<file path="config.mk">
export PLATFORM = sky130hd
export DESIGN_NAME = multicore_launch_ctrl_flat
export DESIGN_NICKNAME = d
export VERILOG_FILES = /design/src/rtl/multicore_launch_ctrl_if.sv /design/src/rtl/multicore_launch_ctrl.sv /design/src/flat_wrapper.sv
export SDC_FILE = /design/constraint.sdc
export NUM_CORES = 1
export LEC_CHECK = 0
export CORE_ASPECT_RATIO = 2
export CORE_MARGIN = 2
export CORE_UTILIZATION = 29
export CTS_BUF_LIST = sky130_fd_sc_hd__clkbuf_4
export DETAILED_ROUTE_END_ITERATION = 8
export GPL_TIMING_DRIVEN = 0
export PLACE_DENSITY_LB_ADDON = 0.25
export SYNTH_ARGS = -nofsm -noshare
export SYNTH_HDL_FRONTEND = slang
export SYNTH_SLANG_ARGS = --single-unit
export TNS_END_PERCENT = 100
</file>
<file path="constraint.sdc">
create_clock -name clock -period 2.6 [get_ports clock]
set_clock_uncertainty 0.15 [all_clocks]
set_input_delay 0.39 -clock clock [delete_from_list [all_inputs] [get_ports clock]]
set_output_delay 0.39 -clock clock [all_outputs]
set_load 0.05 [all_outputs]
</file>
<file path="src/rtl/multicore_launch_ctrl_if.sv">
// Launch/completion bus between the cluster start logic and the
// multicore launch controller.
//   master : drives start_process, core_mask and core_end and observes the
//            results (the top-level environment or testbench).
//   slave  : the controller. It drives core_begin, core_status, busy,
//            all_done, done_mask, cycle_count and timeout.
interface multicore_launch_ctrl_if #(
  parameter int NUM_CORES = 4,
  parameter int CNT_W     = 16
);
  logic                   start_process;
  logic [NUM_CORES-1:0]   core_mask;
  logic [NUM_CORES-1:0]   core_end;
  logic [NUM_CORES-1:0]   core_begin;
  logic [2*NUM_CORES-1:0] core_status;
  logic                   busy;
  logic                   all_done;
  logic [NUM_CORES-1:0]   done_mask;
  logic [CNT_W-1:0]       cycle_count;
  logic                   timeout;

  modport master (
    output start_process, core_mask, core_end,
    input  core_begin, core_status, busy, all_done, done_mask, cycle_count, timeout
  );

  modport slave (
    input  start_process, core_mask, core_end,
    output core_begin, core_status, busy, all_done, done_mask, cycle_count, timeout
  );
endinterface

</file>
<file path="src/rtl/multicore_launch_ctrl.sv">
// Launch and completion controller for an N-core cluster.
// A rising edge on start_process launches the cores selected by core_mask
// with a one-cycle core_begin pulse. Each launched core's end indication is
// then collected into done_mask, and all_done is raised once every launched
// core has finished. cycle_count counts RUN cycles (saturating).
//
// Ports:
//   clock    : system clock, rising edge
//   reset_n  : asynchronous active-low reset
//   bus      : multicore_launch_ctrl_if.slave
//              in : start_process, core_mask, core_end
//              out: core_begin, core_status (2 bits/core: 00 idle,
//                   01 running, 10 finished), busy, all_done, done_mask,
//                   cycle_count, timeout
//
// Optional feature: define WATCHDOG_EN to stop a launch after TIMEOUT RUN
// cycles and flag timeout. Without it, RUN waits indefinitely and timeout
// is always 0.
module multicore_launch_ctrl #(
  parameter int NUM_CORES = 4,
  parameter int CNT_W     = 16,
  parameter int TIMEOUT   = 1000
) (
  input  logic                     clock,
  input  logic                     reset_n,
  multicore_launch_ctrl_if.slave   bus
);

`ifdef WATCHDOG_EN
  localparam bit WD_EN = 1'b1;
`else
  localparam bit WD_EN = 1'b0;
`endif

  localparam logic [CNT_W-1:0] WD_LAST = CNT_W'(TIMEOUT - 1);

  typedef enum logic [1:0] {
    S_IDLE   = 2'd0,
    S_LAUNCH = 2'd1,
    S_RUN    = 2'd2,
    S_DONE   = 2'd3
  } state_t;

  state_t                 state;
  logic                   start_q;
  logic [NUM_CORES-1:0]   active_mask;
  logic [NUM_CORES-1:0]   core_begin_r;
  logic [NUM_CORES-1:0]   done_mask_r;
  logic [CNT_W-1:0]       cycle_cnt_r;
  logic                   busy_r;
  logic                   all_done_r;
  logic                   timeout_r;

  logic                   launch_req;
  logic [NUM_CORES-1:0]   done_next;
  logic                   all_fin;
  logic                   wd_hit;
  logic [2*NUM_CORES-1:0] status_c;

  function automatic logic [CNT_W-1:0] sat_inc(input logic [CNT_W-1:0] v);
    return (&v) ? v : v + 1'b1;
  endfunction

  assign launch_req = bus.start_process & ~start_q & (|bus.core_mask);
  assign done_next  = done_mask_r | (bus.core_end & active_mask);
  assign all_fin    = (done_next == active_mask);
  assign wd_hit     = WD_EN & (cycle_cnt_r == WD_LAST);

  always_ff @(posedge clock or negedge reset_n) begin
    if (!reset_n) begin
      state        <= S_IDLE;
      // start_process held high across reset must not look like a fresh
      // rising edge; a low level has to be seen before the next launch.
      start_q      <= 1'b1;
      active_mask  <= '0;
      core_begin_r <= '0;
      done_mask_r  <= '0;
      cycle_cnt_r  <= '0;
      busy_r       <= 1'b0;
      all_done_r   <= 1'b0;
      timeout_r    <= 1'b0;
    end else begin
      start_q <= bus.start_process;
      case (state)
        S_IDLE, S_DONE: begin
          if (launch_req) begin
            state        <= S_LAUNCH;
            active_mask  <= bus.core_mask;
            core_begin_r <= bus.core_mask;
            done_mask_r  <= '0;
            cycle_cnt_r  <= '0;
            busy_r       <= 1'b1;
            all_done_r   <= 1'b0;
            timeout_r    <= 1'b0;
          end
        end
        S_LAUNCH: begin
          // core_end is not looked at here: cores only just got begin.
          state        <= S_RUN;
          core_begin_r <= '0;
        end
        S_RUN: begin
          done_mask_r <= done_next;
          cycle_cnt_r <= sat_inc(cycle_cnt_r);
          // Completion wins over the watchdog on the same edge.
          if (all_fin) begin
            state      <= S_DONE;
            busy_r     <= 1'b0;
            all_done_r <= 1'b1;
          end else if (wd_hit) begin
            state      <= S_DONE;
            busy_r     <= 1'b0;
            all_done_r <= 1'b1;
            timeout_r  <= 1'b1;
          end
        end
        default: state <= S_IDLE;
      endcase
    end
  end

  // Status is derived from registered state only, so it holds through DONE.
  always_comb begin
    status_c = '0;
    for (int i = 0; i < NUM_CORES; i++) begin
      if (state == S_IDLE || !active_mask[i])
        status_c[2*i +: 2] = 2'b00;
      else if (done_mask_r[i])
        status_c[2*i +: 2] = 2'b10;
      else
        status_c[2*i +: 2] = 2'b01;
    end
  end

  assign bus.core_begin  = core_begin_r;
  assign bus.core_status = status_c;
  assign bus.busy        = busy_r;
  assign bus.all_done    = all_done_r;
  assign bus.done_mask   = done_mask_r;
  assign bus.cycle_count = cycle_cnt_r;
  assign bus.timeout     = timeout_r;

endmodule

</file>
<file path="src/flat_wrapper.sv">
// flat-port wrapper written by rule: the top's interface ports become plain ports
module multicore_launch_ctrl_flat 
#(
  parameter int NUM_CORES = 4,
  parameter int CNT_W     = 16,
  parameter int TIMEOUT   = 1000
)
  (clock, reset_n, bus_start_process, bus_core_mask, bus_core_end, bus_core_begin, bus_core_status, bus_busy, bus_all_done, bus_done_mask, bus_cycle_count, bus_timeout);
  multicore_launch_ctrl_if #(.NUM_CORES(NUM_CORES), .CNT_W(CNT_W)) bus_i ();
  input  logic clock;
  input  logic reset_n;
  input wire logic [$bits(bus_i.start_process)-1:0] bus_start_process;
  input wire logic [$bits(bus_i.core_mask)-1:0] bus_core_mask;
  input wire logic [$bits(bus_i.core_end)-1:0] bus_core_end;
  output wire logic [$bits(bus_i.core_begin)-1:0] bus_core_begin;
  output wire logic [$bits(bus_i.core_status)-1:0] bus_core_status;
  output wire logic [$bits(bus_i.busy)-1:0] bus_busy;
  output wire logic [$bits(bus_i.all_done)-1:0] bus_all_done;
  output wire logic [$bits(bus_i.done_mask)-1:0] bus_done_mask;
  output wire logic [$bits(bus_i.cycle_count)-1:0] bus_cycle_count;
  output wire logic [$bits(bus_i.timeout)-1:0] bus_timeout;
  assign bus_i.start_process = bus_start_process;
  assign bus_i.core_mask = bus_core_mask;
  assign bus_i.core_end = bus_core_end;
  assign bus_core_begin = bus_i.core_begin;
  assign bus_core_status = bus_i.core_status;
  assign bus_busy = bus_i.busy;
  assign bus_all_done = bus_i.all_done;
  assign bus_done_mask = bus_i.done_mask;
  assign bus_cycle_count = bus_i.cycle_count;
  assign bus_timeout = bus_i.timeout;
  multicore_launch_ctrl #(.NUM_CORES(NUM_CORES), .CNT_W(CNT_W), .TIMEOUT(TIMEOUT)) u_core (.clock(clock), .reset_n(reset_n), .bus(bus_i));
endmodule
</file>
==> impl_metrics.yaml, run 1 <==
drt:
  postRouteAntennaNets: 0
  drc: 0
  drt-initial-drc-count: 71
  finalWirelength_um: 5220
  wl_per_cell_um: 14.9
  first_pass_iters: 4
  routed_via_density: 5.04
  num_vias: 1763
sta:
  finalCritPeriodShare: 0.945
  fin_tns_setup_ps: 0
  rsz0062_at_grt: "false"
  relSlewSlack: 0.481
  fmax_mhz: 407
  hold_violations: 0
  slew_viol_final: 0
  tightest_slew_ps: 779
  setup_viol: 0
  hold_slack_ps: 359
  fin_crit_ps: 2460
worst_setup_path:
  required_ps: 2060
  critPathMaxFanout: 8
  cp-start-kind: "register"
  reg2regPathDepth: 9
  rrSetupSlack_ps: 230
  critPathKind: "register to primary output"
  crit-reg2reg-launch: "u_core.state[0]"
  endpoint_kind: "primary output"
  critPathArrivalTime_ps: 1920
  r2r-end: "u_core.bus.cycle_count[2]"
synthesis:
  syn_avg_cell_area_um2: 9.33
  synthTopCellsByArea: "dfrtp_1 41%, nand2_1 5.6%, ha_1 3.2%"
  ys.warnings.count: 0
  syn_inst: 209
  syn_area_mm2: 0.00195
  yosys.area.top_type: "dfrtp_1"
  ys_ff_latch: 33
  synth-edff-count: 0
  synth.distinct_cells: 47
  synth_top_area_share: 0.411
  yosysSeqAreaShare: 0.424
  synth_fp_nets: 225
  synth_top_flop_cell: "dfrtp_1"
  synthArstFlopShare: 1.00
flow_run:
  maxCapViolCount: 0
pwr:
  p_per_area_mw_per_mm2: 856
  total_power_uw: 2180
  leakagePower_uw: 0.00114
  ir_drop_v: 0.000316
global_routing:
  use_met3: 0.0302
  grt.overflow.total: 0
  grt_max_degree: 34
  antenna_found_initial: 0
  top_usage_layer: "met2"
  use_met2: 0.288
  grt_pass1_vias: 1732
  use_met1: 0.151
  grtUsageTotal: 0.152
  grt_pass1_wl_um: 8310
die:
  ioPinCount: 46
  dieArea_mm2: 0.00744
  coreArea_mm2: 0.00657
  start_util: 0.297
  dieHeight_um: 120
  die_width_um: 62.0
  placementRows: 42
clock_tree:
  cts_buffers: 5
  cts_tree: "done"
  htreeDepth: 2
  clockBufferDepth: 2
  clk_pin_slew_worst_paths_ps: 110
  insertion_delay_ps: 340
  cts-root-buf: "clkbuf_4"
  cts.sinks: 33
min_path:
  hold_class: "register to register"
  min_path_cells: 1
  min_to: "u_core.bus.busy"
  min_from: "u_core.bus.busy"
layout:
  final_cell_mix: "35 x clkdlybuf4s50_1, 32 x dfrtp_1, 29 x nand2_1, 9 x nor3_1, 9 x nand4_1"
  mostFrequentLayoutCell: "clkdlybuf4s50_1"
  antenna_cells: 0
  area_growth_pct: 30.8
  drive_gt1_frac: 0.0954
  final_nets: 277
run_status:
  status: "complete, no violations"
placement:
  dp_hpwl_um: 3930
  port_buffers: 44
  gp_congestion: 0.817
==> metrics by stage <==
step                 util  area (µm²)  std cells  setup WS [ps]
finish              0.388        2550        350            144
global route        0.388        2550        350           70.8
CTS                 0.388        2550        350            125
detailed placement  0.380        2500        341           17.9
global placement    0.381        2500        341           44.5
floorplan               -        1950        209            152
==> cells in the mapped netlist (all sizes together) (3+ instances only) <==
master  count
inv         7
dfrtp      32
nand4      10
nor4        4
a22o        7
nand3       8
nor3b       7
ha          5
o21ai       9
buf         7
nor3        9
and3        4
a31oi       6
nand2b      4
a22oi       4
nor2        8
or2         3
o221ai      3
clkbuf      3
and3b       3
nand2      29
a21oi       8
a21o        7
nor2b       5
==> critical path, stage by stage, from the launching register on <==
cell and delay (ps):
dfrtp_1 400, inv_1 90, ha_1 310, nor3b_1 220
dlygate4sd2_1 550
==> metal layers <==
layer	vias to the layer above	wire length, µm
met4	0	78
met5	-	0
met1	838	1940
met2	45	2970
met3	6	227
li1	874	-
==> area by class of cell <==
| cell class | count | area, µm² |
|---|---|---|
| plain buffers | 10 | 70.1 |
| clock buffers | 6 | 45.0 |
| clock inverters | 2 | 10.0 |
| fillers | 686 | 4020 |
| inverters | 7 | 26.3 |
| multi-input cells | 159 | 1030 |
| flip-flops and latches | 33 | 827 |
| well taps | 88 | 110 |
| repair buffers | 45 | 435 |
==> cells by family (layout without fill, tap and decap cells) <==
group	Yosys count	after routing	share of synthesized area
mux	2	2	0.0103
other cells	1	1	0.00192
simple gates	100	100	0.291
compound gates	51	51	0.191
buf+inv	17	70	0.0494
flops	33	33	0.424
fa+ha+maj	5	5	0.0321
==> worst max-delay path by stage <==
stage	start	to	slack (ps)	depth (start not counted)
floorplan	u_core.bus.done_mask[0]	bus_core_status[1]	150	1
global placement	bus_core_mask[1]	u_core.bus.cycle_count[13]	40	6
detailed placement	bus_core_mask[1]	u_core.bus.cycle_count[13]	20	6
CTS	u_core.state[0]	bus_core_status[4]	130	4
global route	u_core.state[0]	bus_core_status[4]	70	4
finish	u_core.state[0]	bus_core_status[4]	140	4
==> registers in the layout, indices dropped and copies added, names as in the netlist <==
signal and flops:
u_core.start_q 1, u_core.bus.core_begin 4, u_core.bus.cycle_count 16, u_core.state 2
u_core.bus.busy 1, u_core.active_mask 4, u_core.bus.done_mask 4, u_core.bus.all_done 1
==> power breakdown <==
group          switching [µW]  internal, µW
logic                     797           402
registers                87.1           605
clock network             180           113
total                    1060          1120
==> timing repair <==
item                       CTS  global route
hold endpoints to repair    25             0
gates resized for setup      8             0
hold buffers                 1             0
setup endpoints to repair    8             0
buffers inserted             0             0
(Power assumes the default switching activity.)
==> run 2: changes to the inputs <==
Settings changed: CORE_UTILIZATION 29 to 50, CTS_BUF_LIST sky130_fd_sc_hd__clkbuf_4 to sky130_fd_sc_hd__clkbuf_4 sky130_fd_sc_hd__clkbuf_8 sky130_fd_sc_hd__clkbuf_16.
Clock period 2.6 ns to 2.4 ns, I/O delays scaled along.
==> run 2 against run 1 <==
- the run now ends with hold timing left
- non-clock buffer count is 1 lower
- worst setup slack worse by 64 ps
- total power is 13% higher
- critical path depth stayed put
- sequential cell count stayed put
- sequential power is 7.4% higher
- die area is 40% lower
- via count is 2.3% higher
- cell area is 1.1% lower
==> impl_metrics.yaml, run 2 (synthesized netlist as in run 1, its figures left out) <==
run_status:
  status: "complete, but fails checks"
  violations: "hold timing"
clock_tree:
  clk_pin_slew_worst_paths_ps: 70
  cts-root-buf: "clkbuf_8"
  cts_setup_buffers: 0
  cts_buffers: 5
  cts.sinks: 33
  insertion_delay_ps: 280
  htreeDepth: 2
  clockBufferDepth: 2
  cts_tree: "done"
global_routing:
  grt.overflow.total: 0
  grt_max_degree: 34
  grt_pass1_vias: 1658
  grtUsageTotal: 0.232
  antenna_found_initial: 0
  grt_pass1_wl_um: 7560
die:
  die_width_um: 48.2
  dieHeight_um: 92.3
  dieArea_mm2: 0.00445
  placementRows: 32
  ioPinCount: 46
  coreArea_mm2: 0.00380
  start_util: 0.513
worst_setup_path:
  critPathArrivalTime_ps: 1810
  cpPeakStageDelay_ps: 520
  cp_top_family: "buffers and inverters"
  critPathBufInv: 2
  endpoint_kind: "primary output"
  reg2regPathDepth: 9
  path_depth: 4
  cp_cell_sequence: "inv_1, ha_1, and3b_1, dlygate4sd2_1"
  cp-start-kind: "register"
  critPathKind: "register to primary output"
  critPathSlowestCell: "dlygate4sd2_1"
  required_ps: 1890
  critPathMaxFanout: 8
drt:
  postRouteAntennaNets: 0
  wl_per_cell_um: 15.0
  routed_via_density: 5.80
  num_vias: 1803
  finalWirelength_um: 4670
  drc: 0
  drt-initial-drc-count: 24
  first_pass_iters: 4
layout:
  instances_no_fill: 311
  antenna_cells: 0
  mostFrequentLayoutCell: "clkdlybuf4s50_1"
  seqCellArea_um2: 827
  final_cell_mix: "35 x clkdlybuf4s50_1, 32 x dfrtp_1, 29 x nand2_1, 9 x nor3_1, 9 x nand4_1"
  multi_input_area_mm2: 0.00103
  fillers: 332
  largest_reg_flops: 16
  area_growth_pct: 29.3
  final_nets: 276
  drive_gt1_frac: 0.115
pwr:
  p_per_area_mw_per_mm2: 980
  ir_drop_v: 0.000829
  leakagePower_uw: 0.00114
  total_power_uw: 2470
sta:
  fin_crit_ps: 2320
  hold_violations: 27
  rsz0062_at_grt: "false"
  fmax_mhz: 431
  hold_slack_ps: -11.6
  tightest_slew_ps: 739
  setup_viol: 0
  relSlewSlack: 0.507
  finalCritPeriodShare: 0.966
  slew_viol_final: 0
min_path:
  hold_class: "primary input to async pin"
placement:
  dp_hpwl_um: 3510
  gp_congestion: 0.900
  dpl.cell_count: 304
  port_buffers: 44
flow_run:
  maxCapViolCount: 0
[run 2: cell types whose count changed in the layout (fill, tap and decap cells not counted), sizes merged]
cell         delta
clkinv          -2
clkbuf          +5
dlygate4sd3     -1
dlygate4sd2     -4
[run 2: routing by layer]
layer / up-vias / global-route usage / part of all wire
met4: 0 / 0.0878 / 0.021
met3: 8 / 0.0292 / 0.040
met2: 54 / 0.412 / 0.57
met1: 869 / 0.255 / 0.37
li1: 872 / - / -
met5: - / 0 / 0
[run 2: layout make-up]
class | instances | area share
buffer | 10 | 0.0278
timing repair buffer | 44 | 0.163
clock buffer | 7 | 0.0357
sequential | 33 | 0.328
multi-input combinational | 159 | 0.410
inverter | 7 | 0.0104
tap | 51 | 0.0253
[run 2: worst paths after layout]
check / from / end / slack [ps]
max in group asynchronous: reset_n / u_core.bus.all_done / 1640
worst max register to register: u_core.state[0] / u_core.bus.cycle_count[2] / 120
worst min-delay path: reset_n / u_core.bus.core_begin[2] / -10
worst max-delay path: u_core.state[0] / bus_core_status[3] / 80
min in group clock: u_core.bus.busy / u_core.bus.busy / 340
worst min register to register: u_core.bus.busy / u_core.bus.busy / 340
[run 2: per-stage QoR]
step / utilization / TNS (ps) / instance area (µm²) / worst slack [ps]
after floorplan: - / 0 / 1960 / 12.7
after global placement: 0.647 / -653 / 2460 / -110
after detailed placement: 0.645 / -834 / 2450 / -139
after CTS: 0.666 / 0 / 2530 / 29.4
after global routing: 0.663 / 0 / 2520 / 1.33
final: 0.663 / 0 / 2520 / 80.5
[run 2: power by group]
group,switching [µW],internal [µW]
Combinational,856,434
Sequential,87.0,656
Clock,200,239
[run 2: timing repair]
action                     4_1_cts  5_1_grt
setup endpoints to repair        8        9
hold buffers                     0        0
resized for setup                8       11
hold endpoints to repair         0        0
[run 2: worst register-to-register path, stage by stage (launching register included)]
cell and delay (ps):
dfrtp_1 380, inv_1 90, ha_1 280, buf_2 200
nor2b_2 210, a21oi_4 70, or2_1 240, buf_4 160
or3_1 370, o211ai_2 70
==> run 3: changes to the inputs <==
Settings changed: ABC_CLOCK_PERIOD_IN_PS set to 2400, SLEW_MARGIN set to 0.
==> results of run 3 <==
Final layout, timing and power as in run 2 (identical DEF).
